<file path="src/rtl/npu_pkg.sv">
// npu_pkg: shared frame geometry and state/source types for the NPU activation write path.
package npu_pkg;

   localparam int NUM_PIX      = 182;
   localparam int PIX_PER_WORD = 4;
   localparam int WORD_IDX_W   = 6;

   function automatic int ceil_div(input int num, input int den);
      return (num + den - 1) / den;
   endfunction

   localparam int WORDS = ceil_div(NUM_PIX, PIX_PER_WORD);

   typedef enum logic [1:0] {IDLE, WRITE, ACK} wr_state_t;
   typedef enum logic       {SRC_PACK, SRC_HOST} wr_src_t;

endpackage

</file>
<file path="src/rtl/pack_wr_sched_rr_arb2.sv">
// rr_arb2: two-way round-robin arbiter; grant is combinational, the favoured-source pointer is registered.
module rr_arb2
   import npu_pkg::*;
(
   input  logic       clk,
   input  logic       rst_n,
   input  logic [1:0] req,
   input  logic       update,
   input  wr_src_t    upd_src,
   input  logic       clr,
   output logic [1:0] grant
);

   wr_src_t ptr;
   wr_src_t eff_ptr;

   always_comb begin
      // NOTE: every output gets a default first so no latch is inferred.
      grant   = 2'b00;
      eff_ptr = clr ? SRC_PACK : ptr;
      case (req)
         2'b01:   grant = 2'b01;
         2'b10:   grant = 2'b10;
         2'b11:   grant = (eff_ptr == SRC_PACK) ? 2'b01 : 2'b10;
         default: grant = 2'b00;
      endcase
   end

   // After a completed write the pointer favours whichever source was not just served.
   always_ff @(posedge clk or negedge rst_n) begin
      if (!rst_n)
         ptr <= SRC_PACK;
      else if (clr)
         ptr <= SRC_PACK;
      else if (update)
         ptr <= (upd_src == SRC_PACK) ? SRC_HOST : SRC_PACK;
   end

endmodule

</file>
<file path="src/rtl/pack_wr_sched.sv">
// pack_wr_sched: packer/host write scheduler for the shared activation SRAM port.
// Optional PACK_WR_SCHED_PERF_EN adds a saturating SRAM stall counter output.
module pack_wr_sched
   import npu_pkg::*;
#(
   parameter int ADDR_W       = 10,
   parameter int DATA_W       = 32,
   parameter int NUM_PIX      = npu_pkg::NUM_PIX,
   parameter int PIX_PER_WORD = npu_pkg::PIX_PER_WORD,
   parameter int BASE_ADDR    = 0
) (
   input  logic              clk,
   input  logic              rst_n,
   input  logic              frame_clr,
   input  logic              pack_valid,
   input  logic [DATA_W-1:0] pack_data,
   output logic              save_done,
   input  logic              host_valid,
   input  logic [ADDR_W-1:0] host_addr,
   input  logic [DATA_W-1:0] host_data,
   output logic              host_ack,
   output logic              sram_cs,
   output logic [ADDR_W-1:0] sram_addr,
   output logic [DATA_W-1:0] sram_wdata,
   input  logic              sram_ready,
   output logic              frame_done,
   output logic [5:0]        word_idx
`ifdef PACK_WR_SCHED_PERF_EN
   ,
   output logic [15:0]       stall_cnt
`endif
);

   localparam logic [5:0]        LAST_IDX = 6'(ceil_div(NUM_PIX, PIX_PER_WORD) - 1);
   localparam logic [ADDR_W-1:0] BASE     = ADDR_W'(BASE_ADDR);

   wr_state_t  state;
   wr_src_t    src;
   logic       clr_pend;
   logic [5:0] word_cnt;
   logic [1:0] req;
   logic [1:0] grant;
   logic       wr_done;
   logic       arb_clr;

   // A source is ignored in its own ack cycle; it drops valid on the following edge.
   assign req      = {host_valid & ~host_ack, pack_valid & ~save_done};
   assign wr_done  = (state == WRITE) & sram_cs & sram_ready;
   assign arb_clr  = frame_clr | (clr_pend & wr_done);
   assign word_idx = word_cnt;

   rr_arb2 u_arb (
      .clk     (clk),
      .rst_n   (rst_n),
      .req     (req),
      .update  (wr_done),
      .upd_src (src),
      .clr     (arb_clr),
      .grant   (grant)
   );

   always_ff @(posedge clk or negedge rst_n) begin
      if (!rst_n) begin
         state      <= IDLE;
         src        <= SRC_PACK;
         clr_pend   <= 1'b0;
         word_cnt   <= '0;
         sram_cs    <= 1'b0;
         sram_addr  <= '0;
         sram_wdata <= '0;
         save_done  <= 1'b0;
         host_ack   <= 1'b0;
         frame_done <= 1'b0;
      end else begin
         // NOTE: non-blocking assignments so every register updates from pre-edge values.
         save_done  <= 1'b0;
         host_ack   <= 1'b0;
         frame_done <= 1'b0;
         if (frame_clr)
            word_cnt <= '0;

         case (state)
            IDLE: begin
               clr_pend <= 1'b0;
               if (grant[0]) begin
                  src        <= SRC_PACK;
                  sram_addr  <= frame_clr ? BASE : BASE + ADDR_W'(word_cnt);
                  sram_wdata <= pack_data;
                  sram_cs    <= 1'b1;
                  state      <= WRITE;
               end else if (grant[1]) begin
                  src        <= SRC_HOST;
                  sram_addr  <= host_addr;
                  sram_wdata <= host_data;
                  sram_cs    <= 1'b1;
                  state      <= WRITE;
               end
            end

            WRITE: begin
               if (wr_done) begin
                  sram_cs  <= 1'b0;
                  state    <= ACK;
                  clr_pend <= 1'b0;
                  if (src == SRC_PACK) begin
                     save_done <= 1'b1;
                     // A clear seen during the write wins over the increment and the frame end.
                     if (frame_clr || clr_pend) begin
                        word_cnt <= '0;
                     end else if (word_cnt == LAST_IDX) begin
                        word_cnt   <= '0;
                        frame_done <= 1'b1;
                     end else begin
                        word_cnt <= word_cnt + 6'd1;
                     end
                  end else begin
                     host_ack <= 1'b1;
                  end
               end else if (frame_clr) begin
                  clr_pend <= 1'b1;
               end
            end

            ACK: begin
               state <= IDLE;
            end

            default: begin
               state   <= IDLE;
               sram_cs <= 1'b0;
            end
         endcase
      end
   end

`ifdef PACK_WR_SCHED_PERF_EN
   always_ff @(posedge clk or negedge rst_n) begin
      if (!rst_n)
         stall_cnt <= '0;
      else if (frame_clr)
         stall_cnt <= '0;
      else if (sram_cs && !sram_ready && (stall_cnt != 16'hFFFF))
         stall_cnt <= stall_cnt + 16'd1;
   end
`endif

endmodule

</file>
<file path="config.mk">
export PLATFORM = sky130hd
export DESIGN_NAME = pack_wr_sched
export DESIGN_NICKNAME = d
export VERILOG_FILES = /design/src/rtl/npu_pkg.sv /design/src/rtl/pack_wr_sched_rr_arb2.sv /design/src/rtl/pack_wr_sched.sv
export SDC_FILE = /design/constraint.sdc
export NUM_CORES = 1
export LEC_CHECK = 0
export ABC_AREA = 1
export CAP_MARGIN = 20
export CELL_PAD_IN_SITES_DETAIL_PLACEMENT = 0
export CELL_PAD_IN_SITES_GLOBAL_PLACEMENT = 1
export CORE_UTILIZATION = 28
export DETAILED_ROUTE_END_ITERATION = 10
export PLACE_DENSITY_LB_ADDON = 0.1
export SKIP_LAST_GASP = 1
export SYNTH_ARGS = -nofsm -noshare
export SYNTH_HDL_FRONTEND = slang
export SYNTH_HIERARCHICAL = 1
export SYNTH_SLANG_ARGS = --single-unit
</file>
<file path="constraint.sdc">
create_clock -name clk -period 2.4 [get_ports clk]
set_clock_uncertainty 0.1 [all_clocks]
set_input_delay 0.72 -clock clk [delete_from_list [all_inputs] [get_ports clk]]
set_output_delay 0.72 -clock clk [all_outputs]
set_load 0.02 [all_outputs]
</file>
[Word level (Yosys, flattened, before mapping)]
Index checks and enable logic that the tools add are counted.
Cells by class
  add/subtract/negate cells: 1
  equal/unequal tests: 9
  muxes and demuxes: 39
  bitwise gates (word level): 9
  reduce and logical (&&, ||, !) cells: 9
Operators with widths (number)
  two-way mux 32 bit: 2
  two-way mux 6 bit: 7
  two-way mux 1 bit: 20
  two-way mux 10 bit: 2
  two-way mux 2 bit: 4
  adder 6 x 1 -> 6 bit (second input constant): 1
  == test 2 bit (second input constant): 3
  == test 6 bit (second input constant): 1
  inequality test 3 bit (second input constant): 2
  case mux 2 bit (3 select lines): 1
  AND reduction 2 bit: 3
  nonzero test 2 bit: 3
  bitwise AND 1 bit: 5
  == test 2 x 1 -> 1 bit (second input constant): 2
  case mux 2 bit (2 select lines): 1
  NOT 1 bit: 3
  case mux 1 bit (3 select lines): 1
  AND reduction 3 bit: 1
  logical NOT 2 bit: 1
  inequality test 2 bit (second input constant): 1
  case mux 1 bit (2 select lines): 1
  logical OR 1 bit: 1
  bitwise OR 1 bit: 1
Storage, ports and cells
  register bits: 57
  input bits: 80
  output and inout bits: 52
  word-level logic and storage cells: 78

[Depth between registers and ports, before layout]
  word-level depth: 11
  depth in mapped cells: 15
  gate-level depth less buffers: 14

[Cells and area by module]
The synthesis kept the hierarchy.
By module, submodules not included
  pack_wr_sched: instances 1, cells an instance 310, area each 2563.7 µm², seq. area each 1401.3 µm²
  rr_arb2: instances 1, cells an instance 19, area each 95.1 µm², seq. area each 25.0 µm²

[Worst setup path after synthesis]
OpenSTA, ideal clock, no wires.
  path type: input to register
  start point: in sram_ready
  end point: reg sram_wdata[10]
  setup time: 0.130 ns
  data arrival time: 2.129 ns
  data required time: 2.170 ns
  path slack: 0.041 ns
  stages on the path: 13
  buffers on the path: 2
  path through: nand2_1 nor2_2 inv_1 a21oi_1 inv_1 nand2_1 nand2_1 nand2_1 nor2_1 nor2_4 buf_4 buf_2 a31oi_1
On the way
  word-level cells in the longest chain between the ends: 8
  elaborated cells between the ends (all ways): 9
  those cells by class: mux: 4; bitwise: 3; reduce/logical: 2
Ends and longest elaborated chain
  from (decl): line pack_wr_sched.sv:25  | input logic sram_ready,
  bitwise AND 1 bit *: line pack_wr_sched.sv:48  | assign wr_done = (state == WRITE) & sram_cs & sram_ready;
  via wr_done: line pack_wr_sched.sv:43  | logic wr_done;
  bitwise AND 1 bit *: line pack_wr_sched.sv:49  | assign arb_clr = frame_clr | (clr_pend & wr_done);
  bitwise OR 1 bit *: line pack_wr_sched.sv:49
  via arb_clr: line pack_wr_sched.sv:44  | logic arb_clr;
  two-way mux 1 bit *: line pack_wr_sched_rr_arb2.sv:20  | eff_ptr = clr ? SRC_PACK : ptr;
  two-way mux 2 bit *: line pack_wr_sched_rr_arb2.sv:24  | 2'b11: grant = (eff_ptr == SRC_PACK) ? 2'b01 : 2'b10;
  case mux 2 bit (3 select lines) *: line pack_wr_sched_rr_arb2.sv:21  | case (req)
  via grant[0]: line pack_wr_sched.sv:42  | logic [1:0] grant;
  nonzero test 2 bit (no line)
  AND reduction 2 bit (no line)
  to (signal assigned): line pack_wr_sched.sv:88  | sram_wdata <= pack_data;
  to (signal assigned): line pack_wr_sched.sv:94  | sram_wdata <= host_data;
  to (decl): line pack_wr_sched.sv:24  | output logic [DATA_W-1:0] sram_wdata,
Mark *: on every way through the listed nets, which the timed path passes. The rest lies on a longest branch.
A chain may end at the register's enable or synchronous reset.

[Worst setup path after layout]
  start point: reg word_cnt[0], in the netlist word_idx[0]
  end point: out word_idx[0]
RTL lines
  from (decl): line pack_wr_sched.sv:40  | logic [5:0] word_cnt;
  from (signal assigned): line pack_wr_sched.sv:114  | word_cnt <= word_cnt + 6'd1;
  to (decl): line pack_wr_sched.sv:27  | output logic [5:0] word_idx
No word-level cell between the ends.

==> reports/qor.csv <==
stage;metric;value;unit
status;outcome;completed;
cells_and_area;drive_above_1_share;12.0;%
place;post-dp-hpwl;5730;µm
place;pre_cts_ws;-0.501;ns
routing;ant_nets;0;
synthesis;synthArstFlopShare;100;%
run;maxCapViolCount;0;
die;num_rows;35;
die;ioPinCount;132;
power;power_density;1200;nW/µm²
place;gp_congestion;0.767;
routing;wl;8270;µm
critical_path;critPathLaunchType;flop;
critical_path;max_stage_delay;0.67;ns
timing;layout_min_cycle_time;2.31;ns
critical_path;critical_path.cell_chain;clkdlybuf4s50_1;
synthesis;syn_nets;411;
critical_path;crit_family;buffers and inverters;
synthesis;synth_edf_count;0;
timing;tightest_slew;0.318;ns
synthesis;yosys_warnings;6;
clock_network;root_buffer;clkbuf_8;
cells_and_area;antenna_cells;0;
routing;route.vias.total;2744;
clock_network;clkLatencyLatePin;0.33;ns
cells_and_area;nFillCells;898;
worst_hold_path;hold_class;in2async;
critical_path;crit_slowest_cell;clkdlybuf4s50_1;
clock_network;cts_tree;built;
timing;timing.fmax;434;MHz
grt;gr-usage-all-layers;17.3;%
clock_network;clk_pin_slew;0.07;ns
clock_network;cts_sinks;57;
critical_path;crit_path_max_fanout;8;
grt;grt_pass1_wl;13300;µm
critical_path;critPathKind;reg2out;
power;p_leak;2.02;nW
die;die-area;9890;µm²
critical_path;endpoint_kind;primary output;
synthesis;synth_ff_type;dfrtp_1;
synthesis;syn-instance-count;329;
timing;holdWs;0.280;ns
clock_network;clock_path_buffers;2;
cells_and_area;multiInputGateArea;1140;µm²
clock_network;h-tree-depth;3;
timing;final-setup-viol-count;0;
synthesis;syn_area_per_cell;8.08;µm²
cells_and_area;final-seq-area;1430;µm²
timing;max_slew_margin;78.8;%
clock_network;postCtsHoldBufs;0;
timing;fin_ws;0.0936;ns
synthesis;ys_seq_area_share;53.6;%
die;die_y;99.4;µm
cells_and_area;fin_nets;562;
clock_network;cts_buffers;9;
power;ir_drop;0.509;mV
timing;fin_crit_sh;96.1;%
cells_and_area;area_delta_synth_final;73.7;%
grt;overflow;0;
synthesis;synthDistinctLibCells;20;
routing;drtIter0Drc;114;
routing;drt_pass1_iterations;4;
die;die_w;99.4;µm
die;initial_core_util;28.8;%
routing;vias_per_cell;4.48;
routing;drc;0;
grt;antenna_found_initial;0;
synthesis;synth-seq-cells;57;
place;io_buffer_count;131;
timing;drv_slew;0;
grt;grt_pass1_vias;2648;
critical_path;required;1.58;ns
routing;wire_per_inst;13.5;µm
critical_path;crit_buf_inv;1;
die;core;9240;µm²
grt;grt_max_degree;58;
critical_path;cp.arrival;1.49;ns
synthesis;synth_area;2660;µm²
timing;hold_violations;0;
==> placed cells by master, fill, tap and decap left out <==
master / netlist / layout
nor2_1: 46 / 43
a21oi_1: 8 / 7
buf_6: 1 / 2
bufinv_16: 0 / 1
nor2_2: 2 / 5
nand4_1: 1 / 1
clkbuf_1: 6 / 1
nor3_2: 1 / 1
nand2_2: 0 / 3
o21ai_1: 0 / 2
nand2_1: 103 / 100
buf_12: 0 / 5
buf_4: 1 / 18
clkinv_2: 0 / 2
clkbuf_8: 0 / 11
nand3_1: 15 / 15
buf_16: 0 / 1
a31oi_1: 32 / 28
xnor2_1: 2 / 2
buf_2: 10 / 1
dfrtp_1: 57 / 57
inv_1: 19 / 18
a31oi_4: 0 / 3
nor2_4: 1 / 1
dlygate4sd2_1: 0 / 1
xor2_1: 1 / 1
o21ai_0: 20 / 18
inv_2: 0 / 1
bufbuf_16: 0 / 1
clkinv_1: 1 / 1
clkdlybuf4s50_1: 0 / 128
a31oi_2: 0 / 1
ha_1: 2 / 2
a21oi_2: 0 / 1
dlymetal6s2s_1: 0 / 1
==> Yosys cell counts (2+ instances only) <==
| library cell | number | share of area (%) |
|---|---|---|
| o21ai_0 | 20 | 3.8 |
| a21oi_1 | 8 | 1.5 |
| nand3_1 | 15 | 2.8 |
| a31oi_1 | 32 | 7.5 |
| nand2_1 | 103 | 15 |
| ha_1 | 2 | 0.94 |
| clkbuf_1 | 6 | 0.85 |
| buf_2 | 10 | 1.9 |
| nor2_1 | 46 | 6.5 |
| nor2_2 | 2 | 0.47 |
| dfrtp_1 | 57 | 54 |
| xnor2_1 | 2 | 0.66 |
| inv_1 | 19 | 2.7 |
==> through the flow <==
stage	cells	TNS, ns	instance area (µm²)	utilization [%]	power, W
detailed placement	588	-18.25	4200	45.5	0.00432
finish	613	0	4620	50.0	0.00555
CTS	612	0	4590	49.7	0.00558
global placement	588	-17.70	4200	45.5	0.00428
floorplan	329	0	2660	-	0.00304
global route	613	-0.00964	4620	50.0	0.00593
==> registers in the layout, summed over array words and instances (netlist names) <==
signal and count:
word_idx 6, sram_wdata 32, frame_done 1, state 2
u_arb/ptr 1, sram_addr 10, sram_cs 1, clr_pend 1
save_done 1, src 1, host_ack 1
==> logic make-up after synthesis <==
group                    count (synthesis)  share of synthesized area, %
AND/OR/NAND/NOR                        169                          25.4
buffers and inverters                   38                          6.26
flip-flops                              57                          53.6
AO/OA/AOI/OAI                           60                          12.8
XOR/XNOR                                 3                         0.988
adder cells (fa/ha/maj)                  2                         0.941
==> per-layer routing <==
layer / GRT usage, % / part of all wire [%] / vias to the layer above
met4: 4.07 / 0.75 / 0
met1: 22.2 / 44 / 1293
met5: 0 / 0 / -
met3: 6.11 / 6.6 / 6
met2: 28.0 / 49 / 74
li1: - / - / 1371
==> final cells by class <==
type                    instances  share of cell area (%)
repair buffers                158                    35.2
flip-flops and latches         57                    30.9
multi-input cells             234                    24.6
well taps                     129                    3.49
clock buffers                  12                    3.36
inverters                      20                    1.63
clock inverters                 3                   0.867
==> path summary, 6_finish.rpt <==
| check | depth (start not counted) | start | slack (ns) | endpoint |
|---|---|---|---|---|
| max | 1 | word_idx[0] | 0.09 | word_idx[0] |
| min | 2 | rst_n | 0.28 | sram_wdata[7] |
| max reg2reg | 15 | state[1] | 0.22 | sram_wdata[14] |
| min reg2reg | 2 | sram_addr[8] | 0.38 | sram_addr[8] |
| max in group asynchronous | 2 | rst_n | 1.65 | u_arb/ptr |
| min in group clk | 2 | sram_addr[8] | 0.38 | sram_addr[8] |
==> power by group <==
part | internal, W | leakage [nW] | switching (W)
combinational | 0.00148 | 1.23 | 0.00156
sequential | 0.00138 | 0.685 | 0.000241
clock | 0.000527 | 0.102 | 0.000368
==> what timing repair did <==
action | 4_1_cts | 5_1_grt
resized for setup | 13 | 9
hold endpoints to repair | 0 | 0
pin swaps | 5 | 2
cloned | 2 | 0
setup endpoints to repair | 42 | 42
buffers inserted | 7 | 1
Power figures use the tool's default switching activity.
